<file path="config.mk">
export PLATFORM = sky130hd
export DESIGN_NAME = mbtrain_substep_tx
export DESIGN_NICKNAME = d
export VERILOG_FILES = /design/src/rtl/mbtrain_pkg.sv /design/src/rtl/ltsm_timeout_counter.sv /design/src/rtl/mbtrain_substep_tx.sv
export SDC_FILE = /design/constraint.sdc
export NUM_CORES = 1
export LEC_CHECK = 0
export ABC_AREA = 1
export CORE_MARGIN = 8
export CORE_UTILIZATION = 55
export CTS_CLUSTER_DIAMETER = 60
export CTS_CLUSTER_SIZE = 20
export DETAILED_ROUTE_END_ITERATION = 8
export HOLD_SLACK_MARGIN = 0.08
export PLACE_DENSITY = 0.75
export SLEW_MARGIN = 10
export SYNTH_ARGS = -nofsm -noshare
export SYNTH_HDL_FRONTEND = slang
export SYNTH_SLANG_ARGS = --single-unit
</file>
<file path="constraint.sdc">
create_clock -name clk -period 3.5 [get_ports clk]
set_clock_uncertainty 0.05 [all_clocks]
set_input_delay 0.7 -clock clk [delete_from_list [all_inputs] [get_ports clk]]
set_output_delay 0.7 -clock clk [all_outputs]
set_load 0.005 [all_outputs]
</file>
<file path="src/rtl/mbtrain_pkg.sv">
// Shared MBTRAIN definitions: sub-step state encoding, default sideband
// REQ/RSP code pairs and the default watchdog length.
package mbtrain_pkg;

    // Sub-step initiator states
    typedef enum logic [2:0] {
        ST_IDLE      = 3'd0,
        ST_START_REQ = 3'd1,
        ST_ACTION    = 3'd2,
        ST_END_REQ   = 3'd3,
        ST_DONE      = 3'd4,
        ST_TOUT      = 3'd5
    } substep_state_e;

    // Default sideband codes, one REQ/RSP pair per open and close of a sub-step
    localparam logic [3:0] RXCAL_START_REQ   = 4'h1;
    localparam logic [3:0] RXCAL_START_RSP   = 4'h2;
    localparam logic [3:0] RXCAL_END_REQ     = 4'h3;
    localparam logic [3:0] RXCAL_END_RSP     = 4'h4;
    localparam logic [3:0] VALTRAIN_START_REQ = 4'h5;
    localparam logic [3:0] VALTRAIN_START_RSP = 4'h6;
    localparam logic [3:0] VALTRAIN_END_REQ   = 4'h7;
    localparam logic [3:0] VALTRAIN_END_RSP   = 4'h8;
    localparam logic [3:0] DATATRAIN_START_REQ = 4'h9;
    localparam logic [3:0] DATATRAIN_START_RSP = 4'hA;
    localparam logic [3:0] DATATRAIN_END_REQ   = 4'hB;
    localparam logic [3:0] DATATRAIN_END_RSP   = 4'hC;

    // 8 ms at the 100 MHz reference clock
    localparam int unsigned DEFAULT_TIMEOUT_CYCLES = 800000;

endpackage

</file>
<file path="src/rtl/ltsm_timeout_counter.sv">
// Saturating cycle counter shared by the LTSM blocks. o_expired is high
// while the count sits at CYCLES-1; it holds there until i_clear.
// CYCLES=0 disables the counter (o_expired stays low).
module ltsm_timeout_counter #(
    parameter int unsigned CYCLES = 800000
) (
    input  logic clk,
    input  logic rst_n,
    input  logic i_clear,
    input  logic i_run,
    output logic o_expired
);

    localparam int unsigned CW = (CYCLES > 1) ? $clog2(CYCLES) : 1;
    localparam logic [CW-1:0] LAST = CW'((CYCLES == 0) ? 0 : CYCLES - 1);

    logic [CW-1:0] cnt_q, cnt_d;

    // Clear has priority; counting stops at the terminal value
    always_comb begin
        cnt_d = cnt_q;
        if (i_clear) begin
            cnt_d = '0;
        end else if (i_run && (cnt_q != LAST)) begin
            cnt_d = cnt_q + 1'b1;
        end
    end

    // Count register
    always_ff @(posedge clk or negedge rst_n) begin
        if (!rst_n) begin
            cnt_q <= '0;
        end else begin
            cnt_q <= cnt_d;
        end
    end

    assign o_expired = (CYCLES != 0) && (cnt_q == LAST);

endmodule

</file>
<file path="src/rtl/mbtrain_substep_tx.sv">
// Generic initiator for one MBTRAIN sub-step handshake:
// start req -> start rsp -> local action -> end req -> end rsp -> ack.
//
// state     | meaning
// ----------+---------------------------------------------------------
// IDLE      | waiting for i_en
// START_REQ | start request sent, waiting for start response
// ACTION    | local action running (timed or i_action_done)
// END_REQ   | end request sent, waiting for end response
// DONE      | sub-step completed, ack held until i_en drops
// TOUT      | watchdog fired, ack+timeout held until i_en drops
module mbtrain_substep_tx
    import mbtrain_pkg::*;
#(
    parameter int unsigned      MSG_W           = 4,
    parameter logic [MSG_W-1:0] START_REQ_MSG   = MSG_W'(RXCAL_START_REQ),
    parameter logic [MSG_W-1:0] START_RSP_MSG   = MSG_W'(RXCAL_START_RSP),
    parameter logic [MSG_W-1:0] END_REQ_MSG     = MSG_W'(RXCAL_END_REQ),
    parameter logic [MSG_W-1:0] END_RSP_MSG     = MSG_W'(RXCAL_END_RSP),
    parameter bit               USE_ACTION_DONE = 1'b1,
    parameter int unsigned      ACTION_CYCLES   = 1,
    parameter int unsigned      TIMEOUT_CYCLES  = DEFAULT_TIMEOUT_CYCLES
) (
    input  logic             clk,
    input  logic             rst_n,
    input  logic             i_en,
    input  logic [MSG_W-1:0] i_decoded_sideband_message,
    input  logic             i_sideband_valid,
    input  logic             i_busy_negedge_detected,
    input  logic             i_valid_rx,
    input  logic             i_action_done,
    output logic [MSG_W-1:0] o_sideband_message,
    output logic             o_valid_tx,
    output logic             o_action_start,
    output logic             o_test_ack,
    output logic             o_timeout
);

    localparam int unsigned ACT_LEN = (ACTION_CYCLES == 0) ? 1 : ACTION_CYCLES;

    substep_state_e   state_q;
    logic [MSG_W-1:0] msg_q;
    logic             valid_q;
    logic             astart_q;
    logic             ack_q;
    logic             tout_q;

    logic in_step;
    logic wdog_expired;
    logic act_expired;
    logic start_rsp;
    logic end_rsp;
    logic action_exit;
    logic step_exit;

    assign in_step = (state_q == ST_START_REQ) || (state_q == ST_ACTION) ||
                     (state_q == ST_END_REQ);

    // Watchdog spans the whole handshake, from leaving IDLE to completion
    ltsm_timeout_counter #(
        .CYCLES (TIMEOUT_CYCLES)
    ) u_wdog (
        .clk       (clk),
        .rst_n     (rst_n),
        .i_clear   (state_q == ST_IDLE),
        .i_run     (in_step),
        .o_expired (wdog_expired)
    );

    // Action length timer; rearmed whenever the FSM is outside ACTION
    ltsm_timeout_counter #(
        .CYCLES (ACT_LEN)
    ) u_act_timer (
        .clk       (clk),
        .rst_n     (rst_n),
        .i_clear   (state_q != ST_ACTION),
        .i_run     (state_q == ST_ACTION),
        .o_expired (act_expired)
    );

    // Exit conditions for the three active states
    always_comb begin
        start_rsp   = i_sideband_valid && (i_decoded_sideband_message == START_RSP_MSG);
        end_rsp     = i_sideband_valid && (i_decoded_sideband_message == END_RSP_MSG);
        action_exit = USE_ACTION_DONE ? i_action_done : act_expired;
        step_exit   = ((state_q == ST_START_REQ) && start_rsp)   ||
                      ((state_q == ST_ACTION)    && action_exit) ||
                      ((state_q == ST_END_REQ)   && end_rsp);
    end

    // Sub-step FSM with registered outputs; abort > exit > watchdog
    always_ff @(posedge clk or negedge rst_n) begin
        if (!rst_n) begin
            state_q  <= ST_IDLE;
            msg_q    <= '0;
            valid_q  <= 1'b0;
            astart_q <= 1'b0;
            ack_q    <= 1'b0;
            tout_q   <= 1'b0;
        end else begin
            astart_q <= 1'b0;
            // TX mux took the message; transitions below re-arm and win
            if (i_busy_negedge_detected && !i_valid_rx) begin
                valid_q <= 1'b0;
            end
            case (state_q)
                ST_IDLE: begin
                    if (i_en) begin
                        state_q <= ST_START_REQ;
                        msg_q   <= START_REQ_MSG;
                        valid_q <= 1'b1;
                    end
                end
                ST_START_REQ, ST_ACTION, ST_END_REQ: begin
                    if (!i_en) begin
                        state_q <= ST_IDLE;
                        msg_q   <= '0;
                        valid_q <= 1'b0;
                        ack_q   <= 1'b0;
                        tout_q  <= 1'b0;
                    end else if (step_exit) begin
                        case (state_q)
                            ST_START_REQ: begin
                                state_q  <= ST_ACTION;
                                astart_q <= 1'b1;
                            end
                            ST_ACTION: begin
                                state_q <= ST_END_REQ;
                                msg_q   <= END_REQ_MSG;
                                valid_q <= 1'b1;
                            end
                            default: begin
                                state_q <= ST_DONE;
                                msg_q   <= '0;
                                ack_q   <= 1'b1;
                            end
                        endcase
                    end else if (wdog_expired) begin
                        state_q <= ST_TOUT;
                        msg_q   <= '0;
                        valid_q <= 1'b0;
                        ack_q   <= 1'b1;
                        tout_q  <= 1'b1;
                    end
                end
                ST_DONE, ST_TOUT: begin
                    if (!i_en) begin
                        state_q <= ST_IDLE;
                        msg_q   <= '0;
                        ack_q   <= 1'b0;
                        tout_q  <= 1'b0;
                    end
                end
                default: begin
                    state_q <= ST_IDLE;
                end
            endcase
        end
    end

    assign o_sideband_message = msg_q;
    assign o_valid_tx         = valid_q;
    assign o_action_start     = astart_q;
    assign o_test_ack         = ack_q;
    assign o_timeout          = tout_q;

endmodule

</file>
==> flow_metrics.py <==
metrics = {
    "final_layout": {
        "final_cell_mix": "nand2_1, nor2_1, inv_1",
        "final_cells": 337,
        "synthToLayoutAreaGrowth_pct": 11.9,
        "final_nets": 302,
        "final_common_cell": "nand2_1",
        "multiInputGateArea_um2": 997,
        "drive_above_1_share": 0.0893,
        "fin_util": 0.640,
        "fillers": 312,
        "seq_area_um2": 726,
        "n_antenna_cell": 0,
    },
    "yosys": {
        "syn_avg_cell_area_um2": 7.04,
        "synth_edf_count": 0,
        "postSynth.asyncResetShare": 1.00,
        "synth.distinct_cells": 30,
        "synth_flop_cell": "dfrtp_1",
        "synth.cell_area_um2": 1910,
        "seq_area_frac_synth": 0.380,
        "synthCells": 271,
        "yosys_warnings": 0,
        "synth_seq_cells": 29,
    },
    "die": {
        "die_width_um": 74.9,
        "coreArea_um2": 3340,
        "io_pins": 19,
        "num_rows": 21,
        "fp.dieH_um": 74.9,
        "start_util": 0.572,
        "die-area_um2": 5610,
    },
    "sta": {
        "setup_tns_ns": 0,
        "tightest_slew_ns": 0.546,
        "relSlewSlack": 0.635,
        "period_needed_ns": 2.12,
        "final-setup-viol-count": 0,
        "slew_viol_final": 0,
        "rsz0062_at_grt": "no",
        "period_share": 0.604,
        "setup_ws_ns": 1.39,
        "fmax_mhz": 473,
        "final-hold-violation-count": 0,
    },
    "worst_setup_path": {
        "endpoint_kind": "register",
        "required_ns": 3.70,
        "crit_path_max_fanout": 13,
        "r2r-end": "u_wdog.cnt_q[6]$_DFFE_PN0P_",
        "crit_type": "reg -> reg",
        "reg2reg_depth": 11,
        "setup.worst_path.end": "u_wdog.cnt_q[6]$_DFFE_PN0P_",
        "cp-start-kind": "register",
        "regToRegSetupSlack_ns": 1.39,
        "worstSetupStartpoint": "u_wdog.cnt_q[0]$_DFFE_PN0P_",
        "arrival_ns": 2.31,
        "r2r_start": "u_wdog.cnt_q[0]$_DFFE_PN0P_",
    },
    "global_routing": {
        "grt_overflow_total": 0,
        "grt_pass1_wl_mm": 7.70,
        "grt_use_total": 0.182,
        "antenna_found_initial": 0,
        "grt_max_degree": 30,
        "first_global_vias": 1686,
    },
    "route": {
        "drc": 0,
        "viasPerCell": 5.31,
        "num_vias": 1790,
        "drt_wl_total_mm": 4.44,
        "drt_iter0_markers": 218,
        "ant_nets": 0,
        "wl_per_cell_um": 13.2,
        "drt_first_pass_iters": 5,
    },
    "cts": {
        "ctsLongestPathBuffers": 2,
        "cts_tree": "built",
        "h-tree-depth": 2,
        "clkSlewWorstSetupHoldPaths_ns": 0.09,
        "cts.sinks": 29,
        "cts_resized": 0,
        "hold_buffers": 0,
        "cts_root_buf": "clkbuf_4",
        "cts_setup_buffers": 0,
        "clk_latency_ns": 0.34,
        "cts_made_buffers": 5,
    },
    "flow_run": {
        "maxCapViolations": 0,
    },
    "place": {
        "dp_hpwl_mm": 3.30,
        "place_ws_ns": 1.29,
        "io_buffers": 16,
        "place_congestion": 0.891,
        "dp.cells": 329,
    },
    "power_and_ir_drop": {
        "vdd_ir_drop_max_mv": 0.490,
        "p_per_area_nw_per_um2": 500,
        "p_leak_uw": 0.000988,
    },
    "min_path": {
        "hp-class": "reg -> reg",
        "hold_path_depth": 2,
    },
    "status": {
        "status": "finished clean",
    },
}
==> kinds of logic after synthesis <==
| kind of cell | count (synthesis) | synth area share |
|---|---|---|
| XOR/XNOR | 10 | 0.0459 |
| AO/OA/AOI/OAI | 27 | 0.0866 |
| flip-flops | 29 | 0.380 |
| adder cells (fa/ha/maj) | 1 | 0.00656 |
| other | 1 | 0.00197 |
| buffers and inverters | 42 | 0.0990 |
| AND/OR/NAND/NOR | 161 | 0.380 |
==> power breakdown <==
part | total [uW] | switching (uW) | leakage (uW) | internal [uW]
sequential | 417 | 38.5 | 0.000395 | 378
clock | 197 | 120 | 0.0000320 | 76.2
combinational | 455 | 318 | 0.000561 | 138
==> layer usage <==
layer,GRT usage,share of wire,up-vias
li1,-,-,915
met1,0.247,0.49,803
met2,0.267,0.43,64
met3,0.0346,0.067,8
met4,0.0935,0.020,0
met5,0,0,-
==> through the flow <==
step           power [uW]  area, um^2  hold slack [ns]
5_1_grt              1150        2130            0.476
2_1_floorplan         759        1910            0.354
6_report             1070        2130            0.434
4_1_cts              1080        2130            0.436
3_5_place_dp          876        2080            0.413
3_3_place_gp          876        2080            0.408
==> flip-flops by register name (all words and copies together), names as in the netlist <==
| name | count |
|---|---|
| state_q | 3 |
| o_action_start | 1 |
| o_valid_tx | 1 |
| u_wdog.cnt_q | 20 |
| o_sideband_message | 2 |
| o_timeout | 1 |
| o_test_ack | 1 |
==> synth_stat cells (2+ instances only) <==
cell type  number  share of area
o21ai_1         3         0.0079
dfrtp_1        29           0.38
nor2_1         34          0.067
o21ai_0         9          0.024
nand2_1        76           0.15
o31ai_1         4          0.016
nor2_2          3         0.0098
a21oi_1         5          0.013
inv_2           3         0.0059
o21ai_2         5          0.023
nand2_2         2         0.0066
nand3_1        17          0.045
nor3_1          8          0.021
xnor2_1         2         0.0092
buf_4           2         0.0079
xor2_1          8          0.037
nand4_1        16          0.052
nand3_2         2          0.010
inv_1          32          0.063
==> area by class of cell <==
type,count,area share
clock buffer,6,0.0193
clock inverter,2,0.00469
inverter,36,0.0633
multi-input combinational,201,0.467
sequential,29,0.340
tap,46,0.0270
timing repair buffer,17,0.0785
==> how the worst min path moves through the flow <==
stage	start	endpoint	slack, ns
final	o_sideband_message[0]$_DFFE_PN0P_	o_sideband_message[0]$_DFFE_PN0P_	0.43
after global routing	o_sideband_message[0]$_DFFE_PN0P_	o_sideband_message[0]$_DFFE_PN0P_	0.48
after CTS	o_sideband_message[1]$_DFFE_PN0P_	o_sideband_message[1]$_DFFE_PN0P_	0.44
after detailed placement	o_sideband_message[0]$_DFFE_PN0P_	o_sideband_message[0]$_DFFE_PN0P_	0.41
after global placement	o_sideband_message[1]$_DFFE_PN0P_	o_sideband_message[1]$_DFFE_PN0P_	0.41
after floorplan	rst_n	o_action_start$_DFF_PN0_	0.35
==> critical path, cell delays in order (launching register included) <==
cell and delay [ns]:
dfrtp_1 0.44, ha_1 0.28, nand2_1 0.11, inv_1 0.11, nand2_2 0.08, nor2_2 0.09
nand3_2 0.13, nand3_4 0.20, nand2_4 0.17, inv_2 0.20, nand2_1 0.07, o31ai_1 0.07
Note: power is estimated with default switching activity, not from simulation.
